## config.mk

```make
export PLATFORM = sky130hd
export DESIGN_NAME = nde_seq_ctrl
export DESIGN_NICKNAME = d
export VERILOG_FILES = /design/src/rtl/nde_seq_ctrl.sv
export SDC_FILE = /design/constraint.sdc
export NUM_CORES = 1
export LEC_CHECK = 0
export BUFFER_PORTS_ARGS = -buffer_cell sky130_fd_sc_hd__buf_2
export CORE_AREA = 3 3 131 133
export CTS_CLUSTER_DIAMETER = 60
export DETAILED_ROUTE_END_ITERATION = 8
export DIE_AREA = 0 0 134 136
export GPL_TIMING_DRIVEN = 0
export PLACE_DENSITY = 0.79
export SETUP_SLACK_MARGIN = 0.3
export SYNTH_ARGS = -nofsm -noshare
export SYNTH_HDL_FRONTEND = slang
export SYNTH_SLANG_ARGS = --single-unit
export TNS_END_PERCENT = 50
```

## constraint.sdc

```tcl
create_clock -name clk -period 2.8 [get_ports clk]
set_input_delay 0.14 -clock clk [delete_from_list [all_inputs] [get_ports clk]]
set_output_delay 0.14 -clock clk [all_outputs]
set_load 0.02 [all_outputs]
```

## src/rtl/nde_seq_ctrl.sv

```systemverilog
// rtl/nde_seq_ctrl.sv - NDe record sequencer: header count parse, countdown, registered payload output
//
// Purpose: accepts {payload, count} beats, takes the record length from the
// first (header) beat, forwards every payload through a one-stage registered
// valid/ready output, flags the final beat with out_last and pulses rw once
// the final beat has left. Zero-length headers are dropped with err_zero_len.
//
// Optional feature macro: NDE_SEQ_STATS_EN adds rec_count / stall_count.
//
// Ports:
//   clk, rst_n                 clock, asynchronous active-low reset
//   in_data/in_valid/in_ready  input beat {payload[DATA_W-1:0], count[CNT_W-1:0]}
//   out_data/out_valid/out_ready/out_last  registered payload stream
//   rw                         one-cycle end-of-record strobe (DONE state)
//   busy                       high whenever the sequencer is not IDLE
//   err_zero_len               one-cycle pulse after a count-0 header
//   rec_count, stall_count     statistics (NDE_SEQ_STATS_EN only)
module nde_seq_ctrl #(
  parameter int CNT_W  = 32,
  parameter int DATA_W = 128
) (
  input  logic                    clk,
  input  logic                    rst_n,
  input  logic [CNT_W+DATA_W-1:0] in_data,
  input  logic                    in_valid,
  output logic                    in_ready,
  output logic [DATA_W-1:0]       out_data,
  output logic                    out_valid,
  input  logic                    out_ready,
  output logic                    out_last,
  output logic                    rw,
  output logic                    busy,
  output logic                    err_zero_len
`ifdef NDE_SEQ_STATS_EN
  ,
  output logic [31:0]             rec_count,
  output logic [31:0]             stall_count
`endif
);

  typedef enum logic [1:0] {IDLE, RUN, TAIL, DONE} state_t;

  localparam logic [CNT_W-1:0] CNT_ONE = CNT_W'(1);

  state_t              state_q, state_d;
  logic [CNT_W-1:0]    cnt_q, cnt_d;
  logic [DATA_W-1:0]   out_data_q, out_data_d;
  logic                out_valid_q, out_valid_d;
  logic                out_last_q, out_last_d;
  logic                rw_q, rw_d;
  logic                busy_q, busy_d;
  logic                err_q, err_d;
  logic                in_fire, out_fire;
  logic [CNT_W-1:0]    hdr_cnt;
  logic [DATA_W-1:0]   payload;

  assign hdr_cnt = in_data[CNT_W-1:0];
  assign payload = in_data[CNT_W +: DATA_W];

  always_comb begin
    state_d     = state_q;
    cnt_d       = cnt_q;
    out_data_d  = out_data_q;
    out_valid_d = out_valid_q;
    out_last_d  = out_last_q;
    rw_d        = 1'b0;
    err_d       = 1'b0;

    // The output register may be refilled in the same cycle it drains,
    // which gives full throughput inside a record.
    in_ready = ((state_q == IDLE) || (state_q == RUN)) && (!out_valid_q || out_ready);
    in_fire  = in_valid && in_ready;
    out_fire = out_valid_q && out_ready;

    if (out_fire) begin
      out_valid_d = 1'b0;
    end

    case (state_q)
      IDLE: begin
        if (in_fire) begin
          if (hdr_cnt == '0) begin
            err_d = 1'b1;
          end else begin
            out_valid_d = 1'b1;
            out_data_d  = payload;
            if (hdr_cnt == CNT_ONE) begin
              out_last_d = 1'b1;
              state_d    = TAIL;
            end else begin
              out_last_d = 1'b0;
              cnt_d      = hdr_cnt - CNT_ONE;
              state_d    = RUN;
            end
          end
        end
      end
      RUN: begin
        // Count field of non-header beats is ignored; cnt holds beats still owed.
        if (in_fire) begin
          out_valid_d = 1'b1;
          out_data_d  = payload;
          if (cnt_q == CNT_ONE) begin
            out_last_d = 1'b1;
            state_d    = TAIL;
          end else begin
            out_last_d = 1'b0;
            cnt_d      = cnt_q - CNT_ONE;
          end
        end
      end
      TAIL: begin
        if (out_fire) begin
          rw_d    = 1'b1;
          state_d = DONE;
        end
      end
      DONE: begin
        state_d = IDLE;
      end
      default: state_d = IDLE;
    endcase

    busy_d = (state_d != IDLE);
  end

  always_ff @(posedge clk or negedge rst_n) begin
    if (!rst_n) begin
      state_q     <= IDLE;
      cnt_q       <= '0;
      out_data_q  <= '0;
      out_valid_q <= 1'b0;
      out_last_q  <= 1'b0;
      rw_q        <= 1'b0;
      busy_q      <= 1'b0;
      err_q       <= 1'b0;
    end else begin
      state_q     <= state_d;
      cnt_q       <= cnt_d;
      out_data_q  <= out_data_d;
      out_valid_q <= out_valid_d;
      out_last_q  <= out_last_d;
      rw_q        <= rw_d;
      busy_q      <= busy_d;
      err_q       <= err_d;
    end
  end

  assign out_data     = out_data_q;
  assign out_valid    = out_valid_q;
  assign out_last     = out_last_q;
  assign rw           = rw_q;
  assign busy         = busy_q;
  assign err_zero_len = err_q;

`ifdef NDE_SEQ_STATS_EN
  logic [31:0] rec_count_q, rec_count_d;
  logic [31:0] stall_count_q, stall_count_d;

  always_comb begin
    rec_count_d   = rec_count_q + 32'(state_q == DONE);
    stall_count_d = stall_count_q + 32'(out_valid_q && !out_ready);
  end

  always_ff @(posedge clk or negedge rst_n) begin
    if (!rst_n) begin
      rec_count_q   <= '0;
      stall_count_q <= '0;
    end else begin
      rec_count_q   <= rec_count_d;
      stall_count_q <= stall_count_d;
    end
  end

  assign rec_count   = rec_count_q;
  assign stall_count = stall_count_q;
`endif

endmodule

```

==> impl_results.md <==
* Final period util at 86.1%
* First-pass GRT wire length at 49,900 µm
* WP data arrival at 2710 ps
* WHS Endpoint: out_valid$_DFF_PN0_
* CTS tree: built
* Final net count at 1,561
* Worst hold path type: in2reg
* Worst slew pin tran at 878 ps
* CP Buf/Inv Count at 1
* Worst R2R Path Depth at 7
* Clk Latency, worst-skew pair at 420 ps
* GPL Wtd Cong at 0.933
* Synthesis-to-finish area growth at 47.8%
* CP Class: reg2reg
* Min cycle time layout at 2410 ps
* Post-synthesis average cell area at 8.58 µm²
* Slowest cell on crit path: or4_4
* Worst Skew at 9.71 ps
* Status: complete, no violations
* DR pass1 iterations at 6
* Worst R2R End: cnt_q[0]$_DFFE_PN0P_
* Dpl hpwl at 18,800 µm
* Critical Path RT at 3100 ps
* Leakage at 6.10 nW
* Post-synth cell types at 54
* Initial drt markers at 972
* Rows at 46
* Num CTS Buffers at 17
* Share of layout cells above drive strength 1 at 28.9%
* Async set-reset flop share out of synthesis at 100%
* WL/cell at 20.1 µm
* Slowest stage delay, CP at 550 ps
* Vias at 9,296
* Via density at 5.73
* Core area at 15,900 µm²
* Total power at 0.0124 W
* CP Launch Type: register
* Max_slew headroom at 41.0%
* Power per Cell Area at 1040 nW/µm²
* Achievable Freq at 415 MHz
* Vias in the first global route at 9,117
* Min-delay src: in_valid
* WHS Path Cells at 3
* CP top delay family: simple AND/OR/NAND/NOR gates
* Maxcap violations at 0
* Critical Path Source: cnt_q[26]$_DFFE_PN0P_
* Initial antenna violation count at 2
* Crit Path Max Fanout at 10
* Final hold slack at 58.3 ps
* Ant. Diodes at 0
* Clock tree buffer depth at 2
* Buffers added on ports at 297
* Io pins at 298
* Worst reg2reg startpoint: cnt_q[26]$_DFFE_PN0P_
* Synth Net Count at 1,106
* Final wirelength at 32,500 µm
* Full die area at 18,200 µm²
* Crit path cell chain: or4_4, or2_4, nor4_4, mux2_4, buf_4, nor4_1, a211o_1
* Peak supply drop at 0.471 mV
* CTS sink count at 167
* YS warnings at 0
* Die height at 136 µm
* Number of synthesized flops with an enable pin at 0
* Seq cells post-synth at 167
* Reg clk slew, reported paths at 70 ps
* Root Buffer: clkbuf_16
* Starting Density at 50.5%
* Unrepaired setup endpoints after global routing: no
* GR Overflow Total at 0
* Die X-Extent at 134 µm
* Ys flop type: dfrtp_1
* Final Non-Filler Cells at 1,622
* Core Util, Final at 74.6%
* Cells after DPL at 1,452
* Final setup violation count at 0
* Final slew viol count at 0
* Mapped cell area at 8050 µm²
* Worst setup EP type: register
* Largest net degree at the start of global routing at 101
* # DRC at 0
* Post-synthesis sequential area ratio at 51.9%
* Fin. Hold Viols at 0
* Register-to-register setup slack at 390 ps
* Cells after synthesis at 938
* Gr usage total at 35.0%
* Final ANT Viol Nets at 0
* H-tree Lvls at 4
[cells in the final DEF (no fill, tap or decap), types with 4 or more instances in the layout]
master	count
a21oi_1	26
a2bb2oi_1	6
a31oi_1	13
buf_2	308
buf_4	13
buf_6	14
clkbuf_1	12
clkbuf_16	17
clkbuf_2	9
clkinv_2	4
dfrtp_1	166
dlygate4sd3_1	129
inv_1	6
inv_6	4
nand2_1	411
nand2b_1	8
nand3_1	28
nand4_1	10
nor2_1	26
nor2b_1	4
nor3_1	23
nor4_1	13
nor4_4	5
o21ai_0	31
o22ai_1	4
o2bb2ai_1	4
o31ai_1	11
or2_2	4
or3_1	9
xnor2_1	10
xor2_1	17
[report_power, final]
group          total (W)  internal (W)  switching (W)  leakage, nW
sequential       0.00443       0.00355       0.000882         2.04
clock            0.00226       0.00126        0.00101        0.273
combinational    0.00571       0.00187        0.00384         3.79
[cell type report]
type | instances | area [µm²]
buffer | 52 | 352
clock inverter | 14 | 125
inverter | 6 | 22.5
timing repair buffer | 436 | 2880
fill | 1036 | 4050
sequential | 167 | 4180
multi-input combinational | 713 | 3620
tap | 216 | 270
clock buffer | 18 | 439
[timing repair]
action / CTS / global route
endpoints found under the setup margin: 132 / 134
hold endpoints to repair: 195 / 0
gates resized for setup: 16 / 26
hold buffers: 129 / 0
pin swaps: 2 / 6
setup buffers: 3 / 6
[per-stage QoR]
stage | TNS [ps] | worst slack (ps) | cell area (µm²)
after floorplan | 0 | 512 | 8050
after global placement | -168660 | -1030 | 9800
after CTS | 0 | 193 | 11800
final | 0 | 391 | 11900
after global routing | 0 | 290 | 11900
after detailed placement | -277 | -51.7 | 9840
[cells by family after synthesis]
group	Yosys count	synth area share (%)
buffers and inverters	58	4.31
and+or+nand+nor	568	31.1
DFF	167	51.9
xor gates and xnor gates	27	2.94
AOI/OAI and AO/OA	112	8.79
muxes	2	0.264
adders and majority gates	4	0.622
[registers in the layout, summed over array words and instances, names as in the netlist]
signal / cells
rw: 1
busy: 1
cnt_q: 32
state_q: 2
err_zero_len: 1
out_valid: 1
out_data: 128
out_last: 1
[layer usage]
metal | up-vias | global-route usage, % | part of all wire [%]
met5 | - | 0 | 0.095
met4 | 4 | 22.7 | 7.5
met3 | 211 | 11.8 | 11
met2 | 688 | 58.6 | 48
met1 | 4339 | 38.2 | 34
li1 | 4054 | - | -
[cells in the mapped netlist (all sizes together) (2+ instances only)]
cell	instances	share of area, %
nand3	28	1.7
or2	5	0.39
xnor2	10	1.1
a211oi	2	0.19
xor2	17	1.9
dfrtp	167	52
nor3	26	1.7
buf	31	3.0
ha	4	0.62
nor2b	4	0.31
o2bb2ai	4	0.44
a21oi	26	1.6
nor4	20	2.2
or4	5	0.51
and4b	2	0.25
o41ai	3	0.33
nand2b	8	0.62
nand4b	3	0.33
o22ai	4	0.31
a2bb2oi	6	0.65
clkbuf	21	0.98
nor2	29	1.4
a31oi	13	1.0
nand4	10	0.78
or3	9	0.70
nand2	412	19
a32o	3	0.37
nor3b	2	0.19
o21ai	32	2.0
inv	6	0.28
o31ai	11	1.0
[worst max path at each step]
stage          depth (start not counted)  slack (ps)                  endpoint
2_1_floorplan                          8         510     cnt_q[24]$_DFFE_PN0P_
3_3_place_gp                           1       -1030  out_data[75]$_DFFE_PN0P_
3_5_place_dp                           7         -50     cnt_q[23]$_DFFE_PN0P_
4_1_cts                                7         190     cnt_q[26]$_DFFE_PN0P_
5_1_grt                                8         290     cnt_q[28]$_DFFE_PN0P_
6_report                               7         390      cnt_q[0]$_DFFE_PN0P_
[worst reg2reg max path, delay by kind of cell (launching register included)]
| kind | cells | cell delay [ps] |
|---|---|---|
| and+or+nand+nor | 4 | 1160 |
| buffers and inverters | 1 | 200 |
| AOI/OAI and AO/OA | 1 | 290 |
| muxes | 1 | 220 |
| DFF | 1 | 430 |
(Power assumes the default switching activity.)
